### src/rtl/instr_sequencer_if.sv
// rtl/instr_sequencer_if.sv - instruction fetch bus between sequencer and memory
interface instr_sequencer_if;
   logic        mem_req;
   logic [11:0] mem_addr;
   logic        mem_ack;
   logic [15:0] mem_data;

   modport master (output mem_req, output mem_addr, input mem_ack, input mem_data);
   modport slave  (input mem_req, input mem_addr, output mem_ack, output mem_data);
endinterface

### src/rtl/instr_sequencer.sv
// rtl/instr_sequencer.sv - MCT instruction sequencer: fetch with odd parity and watchdog, timed execute, branch redirect
module instr_sequencer #(
   parameter int MCT_PHASES = 12,
   parameter int TIMEOUT    = 16
) (
   input  logic                      clk,
   input  logic                      rst_n,
   input  logic                      run,
   input  logic                      branch_valid,
   input  logic [11:0]               branch_addr,
   instr_sequencer_if.master         mem,
   output logic [14:0]               instr,
   output logic                      instr_tp,
   output logic [3:0]                tp_phase,
   output logic                      parity_err,
   output logic                      timeout_err
);
   localparam int WDW = $clog2(TIMEOUT + 1);

   typedef enum logic [1:0] {S_IDLE, S_FETCH, S_EXEC, S_HALT} state_t;

   state_t          r_state, w_next;
   logic [11:0]     r_z, r_pend_addr;
   logic            r_pend_valid;
   logic [14:0]     r_instr;
   logic            r_instr_tp;
   logic [3:0]      r_phase;
   logic [WDW-1:0]  r_wdog;
   logic            r_parity_err, r_timeout_err;
   logic            w_fetch_ok, w_fetch_bad, w_timeout, w_mct_end;

   always_ff @(posedge clk or negedge rst_n) begin
      if (!rst_n) r_state <= S_IDLE;
      else        r_state <= w_next;
   end

   always_comb begin
      w_next       = r_state;
      w_fetch_ok   = 1'b0;
      w_fetch_bad  = 1'b0;
      w_timeout    = 1'b0;
      w_mct_end    = 1'b0;
      mem.mem_req  = (r_state == S_FETCH);
      mem.mem_addr = r_z;
      case (r_state)
         S_IDLE:  if (run) w_next = S_FETCH;
         S_FETCH: begin
            // An ack on the watchdog's last cycle wins over the timeout.
            if (mem.mem_ack) begin
               if (^mem.mem_data) begin
                  w_fetch_ok = 1'b1;
                  w_next     = S_EXEC;
               end else begin
                  w_fetch_bad = 1'b1;
                  w_next      = S_HALT;
               end
            end else if (r_wdog == WDW'(TIMEOUT - 1)) begin
               w_timeout = 1'b1;
               w_next    = S_HALT;
            end
         end
         S_EXEC: begin
            if (r_phase == 4'(MCT_PHASES)) begin
               w_mct_end = 1'b1;
               w_next    = run ? S_FETCH : S_IDLE;
            end
         end
         S_HALT:  w_next = S_HALT;
         default: w_next = S_IDLE;
      endcase
   end

   always_ff @(posedge clk or negedge rst_n) begin
      if (!rst_n) begin
         r_z           <= '0;
         r_pend_addr   <= '0;
         r_pend_valid  <= 1'b0;
         r_instr       <= '0;
         r_instr_tp    <= 1'b0;
         r_phase       <= '0;
         r_wdog        <= '0;
         r_parity_err  <= 1'b0;
         r_timeout_err <= 1'b0;
      end else begin
         r_instr_tp <= w_fetch_ok;
         case (r_state)
            S_IDLE: begin
               if (run) begin
                  r_phase <= 4'd1;
                  r_wdog  <= '0;
               end
            end
            S_FETCH: begin
               if (w_fetch_ok) begin
                  r_instr <= mem.mem_data[14:0];
                  r_z     <= r_z + 12'd1;
                  r_phase <= 4'd2;
               end else if (w_fetch_bad) begin
                  r_parity_err <= 1'b1;
                  r_phase      <= '0;
               end else if (w_timeout) begin
                  r_timeout_err <= 1'b1;
                  r_phase       <= '0;
               end else if (!mem.mem_ack) begin
                  r_wdog <= r_wdog + 1'b1;
               end
            end
            S_EXEC: begin
               if (w_mct_end) begin
                  // A request landing on the final phase still redirects this MCT.
                  if (branch_valid)      r_z <= branch_addr;
                  else if (r_pend_valid) r_z <= r_pend_addr;
                  r_pend_valid <= 1'b0;
                  r_phase      <= run ? 4'd1 : 4'd0;
                  r_wdog       <= '0;
               end else begin
                  r_phase <= r_phase + 4'd1;
                  if (branch_valid) begin
                     r_pend_valid <= 1'b1;
                     r_pend_addr  <= branch_addr;
                  end
               end
            end
            default: r_phase <= '0;
         endcase
      end
   end

   assign instr       = r_instr;
   assign instr_tp    = r_instr_tp;
   assign tp_phase    = r_phase;
   assign parity_err  = r_parity_err;
   assign timeout_err = r_timeout_err;
endmodule

### src/flat_wrapper.sv
// flat-port wrapper written by rule: the top's interface ports become plain ports
module instr_sequencer_flat 
#(
   parameter int MCT_PHASES = 12,
   parameter int TIMEOUT    = 16
)
  (clk, rst_n, run, branch_valid, branch_addr, instr, instr_tp, tp_phase, parity_err, timeout_err, mem_mem_req, mem_mem_addr, mem_mem_ack, mem_mem_data);
  instr_sequencer_if mem_i ();
  input  logic clk;
  input  logic rst_n;
  input  logic run;
  input  logic branch_valid;
  input  logic [11:0] branch_addr;
  output logic [14:0] instr;
  output logic instr_tp;
  output logic [3:0] tp_phase;
  output logic parity_err;
  output logic timeout_err;
  output wire logic [$bits(mem_i.mem_req)-1:0] mem_mem_req;
  output wire logic [$bits(mem_i.mem_addr)-1:0] mem_mem_addr;
  input wire logic [$bits(mem_i.mem_ack)-1:0] mem_mem_ack;
  input wire logic [$bits(mem_i.mem_data)-1:0] mem_mem_data;
  assign mem_mem_req = mem_i.mem_req;
  assign mem_mem_addr = mem_i.mem_addr;
  assign mem_i.mem_ack = mem_mem_ack;
  assign mem_i.mem_data = mem_mem_data;
  instr_sequencer #(.MCT_PHASES(MCT_PHASES), .TIMEOUT(TIMEOUT)) u_core (.clk(clk), .rst_n(rst_n), .run(run), .branch_valid(branch_valid), .branch_addr(branch_addr), .mem(mem_i), .instr(instr), .instr_tp(instr_tp), .tp_phase(tp_phase), .parity_err(parity_err), .timeout_err(timeout_err));
endmodule
### config.mk
export PLATFORM = sky130hd
export DESIGN_NAME = instr_sequencer_flat
export DESIGN_NICKNAME = d
export VERILOG_FILES = /design/src/rtl/instr_sequencer_if.sv /design/src/rtl/instr_sequencer.sv /design/src/flat_wrapper.sv
export SDC_FILE = /design/constraint.sdc
export NUM_CORES = 1
export LEC_CHECK = 0
export ABC_AREA = 1
export CORE_UTILIZATION = 30
export CTS_CLUSTER_SIZE = 10
export DETAILED_ROUTE_END_ITERATION = 10
export PLACE_DENSITY = 0.52
export SLEW_MARGIN = 20
export SYNTH_ARGS = -nofsm -noshare
export SYNTH_HDL_FRONTEND = slang
export SYNTH_SLANG_ARGS = --single-unit
### constraint.sdc
create_clock -name clk -period 2.8 [get_ports clk]
set_clock_uncertainty 0.05 [all_clocks]
set_input_delay 0.84 -clock clk [delete_from_list [all_inputs] [get_ports clk]]
set_output_delay 0.84 -clock clk [all_outputs]
set_load 0.02 [all_outputs]
-- After elaboration in Yosys (flattened, before gate mapping)
Cells that the tools add are included.
- shift operators: 0
- equality and inequality tests: 16
- bitwise logic cells: 3
- div/mod/pow operators: 0
- multiplexer cells: 39
- add/sub/neg operators: 3
- multipliers: 0
- reductions and logical operators: 14
- order comparisons: 0
- operators with widths (cell ; count):
    $mux 12 ; 4
    $mux 5 ; 6
    $pmux 12 s2 ; 1
    $mux 4 ; 5
    $mux 1 ; 16
    $reduce_xor 16->1 ; 1
    $pmux 5 s3 ; 1
    $add 12x1->12 const B ; 1
    $pmux 4 s3 ; 1
    $ne 2x2->1 const B ; 5
    $reduce_and 3->1 ; 3
    $mux 2 ; 4
    $pmux 2 s4 ; 1
    $reduce_and 4->1 ; 2
    $reduce_and 7->1 ; 1
    $ne 2x1->1 const B ; 3
    $reduce_and 2->1 ; 3
    $add 5x1->5 const B ; 1
    $eq 5x4->1 const B ; 1
    $add 4x1->4 const B ; 1
    $eq 2x2->1 const B ; 2
    $eq 4x4->1 const B ; 1
    $ne 4x1->1 const B ; 1
    $reduce_bool 2->1 ; 2
    other kinds (6) ; 8
- latch bits: 0
- word-level logic and storage cells: 85
- bits in writable memories: 0
- ROM bits: 0
- register bits: 54
- output and inout bits: 35
- memories kept: 0

-- Logic depth before layout (Yosys ltp)
- depth after elaboration: 8
- gate-level depth with buffers: 14
- depth with buffers taken out: 13

-- Worst setup path before layout
No wires, ideal clock.
- path kind: input to register
- from: in mem_mem_data[8]
- to: reg u_core.r_z[2] (netlist: u_core.mem.mem_addr[2])
- path buffers: 1
- required time: 2.632 ns
- path slack: 0.871 ns
- data arrival time: 1.761 ns
- stages: 13
- path through: nand2_1 > inv_1 > nor2_1 > nand2_1 > nand2_1 > nand2_1 > nand2_1 > nand2_2 > nand3_4 > nand2_2 > buf_4 > nand3_1 > nand2_1
- longest elaborated chain between the ends: 6
- ends and longest elaborated chain (element ; line ; text):
    start, declared ; flat_wrapper.sv:22 ; input wire logic [$bits(mem_i.mem_data)-1:0] mem_mem_data;
    $reduce_xor 16->1 ; instr_sequencer.sv:50 ; if (^mem.mem_data) begin
    $mux 1 ; instr_sequencer.sv:50 ;
    $mux 1 ; instr_sequencer.sv:49 ; if (mem.mem_ack) begin
    $mux 1 ; instr_sequencer.sv:45 ; case (r_state)
    $ne 2x1->1 (no source line) ; - ;
    $reduce_and 4->1 (no source line) ; - ;
    end signal, assigned ; instr_sequencer.sv:96 ; r_z <= r_z + 12'd1;
    end signal, assigned ; instr_sequencer.sv:111 ; if (branch_valid) r_z <= branch_addr;
    end signal, assigned ; instr_sequencer.sv:112 ; else if (r_pend_valid) r_z <= r_pend_addr;
    end, declared ; instr_sequencer.sv:23 ; logic [11:0] r_z, r_pend_addr;
No other way between the ends.
A chain may end at the register's enable or synchronous reset.

-- Worst setup path after layout
- from: reg u_core.r_state[0]
- to: out mem_mem_req
- longest elaborated chain between the ends: 1
- ends and longest elaborated chain (element ; line ; text):
    start, declared ; instr_sequencer.sv:22 ; state_t r_state, w_next;
    start signal, assigned ; instr_sequencer.sv:34 ; else r_state <= w_next;
    $eq 2x1->1 ; instr_sequencer.sv:43 ; mem.mem_req = (r_state == S_FETCH);
    end, declared ; flat_wrapper.sv:19 ; output wire logic [$bits(mem_i.mem_req)-1:0] mem_mem_req;
No other way between the ends.

==> impl_metrics.env <==
export IMPL_synth_top_area_share_pct=44.2
export IMPL_drtIter0Drc=64
export IMPL_post_dp_cell_area_um2=3890
export IMPL_viasPerCell=4.51
export IMPL_synth_ff_latch_count=54
export IMPL_nFillCells=1056
export IMPL_synth_nets=463
export IMPL_startpoint="u_core.r_state[0]$_DFFE_PN0P_"
export IMPL_htree_levels=2
export IMPL_synth_distinct_cells=34
export IMPL_ctsHoldBuffers=0
export IMPL_fin_crit_ps=2490
export IMPL_hp_class="reg -> reg"
export IMPL_num_rows=36
export IMPL_fin_area_um2=4000
export IMPL_fmax_mhz=401
export IMPL_cp_slowest_cell="clkdlybuf4s50_1"
export IMPL_crit_path_end_kind="primary output"
export IMPL_grt_total_usage_pct=15.2
export IMPL_clk_pin_slew_worst_paths_ps=100
export IMPL_grt_pass1_vias=2703
export IMPL_status="completed"
export IMPL_dieArea_um2=10600
export IMPL_cap_violations=0
export IMPL_yosysWarningCount=0
export IMPL_yosys_top_cells_area="dfrtp_1 (44%), nand2_1 (22%), nand3_1 (4.6%)"
export IMPL_globalplace_congestion=0.775
export IMPL_cts_sinks=54
export IMPL_cts_root_buffer="clkbuf_8"
export IMPL_drive_gt1_share_pct=9.05
export IMPL_path_class="reg -> out"
export IMPL_netlist_area_um2=3060
export IMPL_worstPathRequired_ps=1910
export IMPL_core_um2=9820
export IMPL_slowest_delay_ps=620
export IMPL_cpLargestDelayFamily="buffers and inverters"
export IMPL_worstMarginPinSlew_ps=606
export IMPL_hold_start="u_core.timeout_err$_DFFE_PN0P_"
export IMPL_setup_viol=0
export IMPL_synth_seq_area_share_pct=44.2
export IMPL_power_density_nw_per_um2=960
export IMPL_drt_wl_total_um=7550
export IMPL_ioPinCount=68
export IMPL_drcViolationCount=0
export IMPL_synth_avg_cell_area_um2=7.20
export IMPL_ant_nets=0
export IMPL_cts_resized_gates=0
export IMPL_post_drt_wl_per_cell_um=12.0
export IMPL_post_cts_setup_buffers=0
export IMPL_die_h_um=103
export IMPL_worstPathArrival_ps=1600
export IMPL_antenna_found_initial=0
export IMPL_fin_setup_tns_ps=0
export IMPL_fin_crit_sh_pct=89.0
export IMPL_final_common_cell="nand2_1"
export IMPL_cts_tree="done"
export IMPL_cts_buffer_depth=2
export IMPL_io_buffers=67
export IMPL_cp_start_kind="flip-flop"
export IMPL_slew_headroom_pct=59.6
export IMPL_grt_max_degree=33
export IMPL_crit_path_max_fanout=5
export IMPL_layout_common_cells="nand2_1 (181), clkdlybuf4s50_1 (66), dfrtp_1 (54)"
export IMPL_syn_to_final_growth_pct=30.8
export IMPL_clk_latency_ps=310
export IMPL_grt_pass1_wl_um=12400
export IMPL_maxSlewViolCount=0
export IMPL_ir_drop_v=0.000475
export IMPL_final_nets=534
export IMPL_crit_buf_inv=2
export IMPL_synth_cells=425
export IMPL_hold_viol_final=0
export IMPL_p_leak_uw=0.00198
export IMPL_dr_pass1_iters=4
export IMPL_rsz0062_at_grt="false"
export IMPL_r2r_start="u_core.r_wdog[0]$_DFFE_PN0P_"
export IMPL_globalRouteOverflowTotal=0
export IMPL_fin_cells=630
export IMPL_synth_top_area_cell="dfrtp_1"
export IMPL_crit_chain="inv_2 > nor2_4 > clkdlybuf4s50_1"
export IMPL_dp_hpwl_um=5740
export IMPL_antenna_cells=0
export IMPL_fp_dieW_um=103
export IMPL_route_vias_total=2842
export IMPL_dpl_cell_count=622
export IMPL_cts_buffers=5
export IMPL_initial_utilization_pct=31.2
-- cells in the mapped netlist (all sizes together) --
cell    number
nand3       29
clkbuf       2
xor2         2
nor2        22
nand4        3
xnor2        1
o211ai       2
o21ai       27
a211oi       1
clkinv       1
buf          7
o221ai       2
o22ai        4
dfrtp       54
a21oi        6
a31o         1
o21bai       1
or2          2
nand2      187
ha           5
mux2i        1
inv         51
a22oi        5
nand3b       1
nor3         8
-- metrics by stage --
step | hold slack, ps | setup WS (ps) | util, % | power (uW)
2_1_floorplan | 392 | 871 | - | 2570
3_3_place_gp | 401 | 181 | 39.6 | 3310
3_5_place_dp | 409 | 96.6 | 39.6 | 3330
4_1_cts | 433 | 277 | 40.7 | 3890
5_1_grt | 445 | 206 | 40.7 | 4170
6_report | 424 | 308 | 40.7 | 3840
-- where the power goes --
part / internal [uW] / leakage (uW) / switching (uW) / total [uW]
Clock: 266 / 0.0000504 / 274 / 541
Sequential: 1090 / 0.000679 / 254 / 1350
Combinational: 807 / 0.00125 / 1140 / 1950
Total: 2170 / 0.00198 / 1670 / 3840
-- worst register-to-register path, delay by kind of cell (launching register included) --
| kind | cells | cell delay [ps] |
|---|---|---|
| AO/OA/AOI/OAI | 2 | 340 |
| adder cells (fa/ha/maj) | 2 | 390 |
| buffers and inverters | 1 | 60 |
| flip-flops | 1 | 410 |
| AND/OR/NAND/NOR | 4 | 690 |
-- area by class of cell --
type                       count  area, um^2  area share [%]
tap                          133         166            4.16
clock buffer                   5        68.8            1.72
sequential                    54        1350            33.8
clock inverter                 3        45.0            1.13
inverter                      52         195            4.88
timing repair buffer          73         723            18.1
multi-input combinational    310        1450            36.3
-- state kept, by name, summed over array words and instances (netlist names) --
name	count
u_core.r_pend_addr	12
u_core.instr_tp	1
u_core.r_pend_valid	1
u_core.tp_phase	4
u_core.parity_err	1
u_core.mem.mem_addr	12
u_core.instr	15
u_core.r_state	2
u_core.timeout_err	1
u_core.r_wdog	5
-- logic make-up after synthesis --
kind of cell               Yosys count  synth area share (%)
and+or+nand+nor                    252                  34.9
xor gates and xnor gates             3                 0.859
adders and majority gates            5                  2.04
muxes                                1                 0.327
AOI/OAI and AO/OA                   49                  9.28
buffers and inverters               61                  8.38
DFF                                 54                  44.2
-- per-layer routing --
metal | track usage (%) | wire, um
met5 | 0 | 0
met4 | 4.01 | 100
met3 | 3.19 | 297
met2 | 26.0 | 3480
met1 | 19.4 | 3670
-- worst paths after layout --
kind | endpoint | slack, ps | cells after the start
max | mem_mem_req | 310 | 3
min | u_core.timeout_err$_DFFE_PN0P_ | 420 | 2
max reg2reg | u_core.r_state[0]$_DFFE_PN0P_ | 800 | 9
min reg2reg | u_core.timeout_err$_DFFE_PN0P_ | 420 | 2
max in group asynchronous | u_core.r_wdog[0]$_DFFE_PN0P_ | 1640 | 2
min in group asynchronous | u_core.r_pend_addr[9]$_DFFE_PN0P_ | 480 | 1
Note: power is estimated with default switching activity, not from simulation.
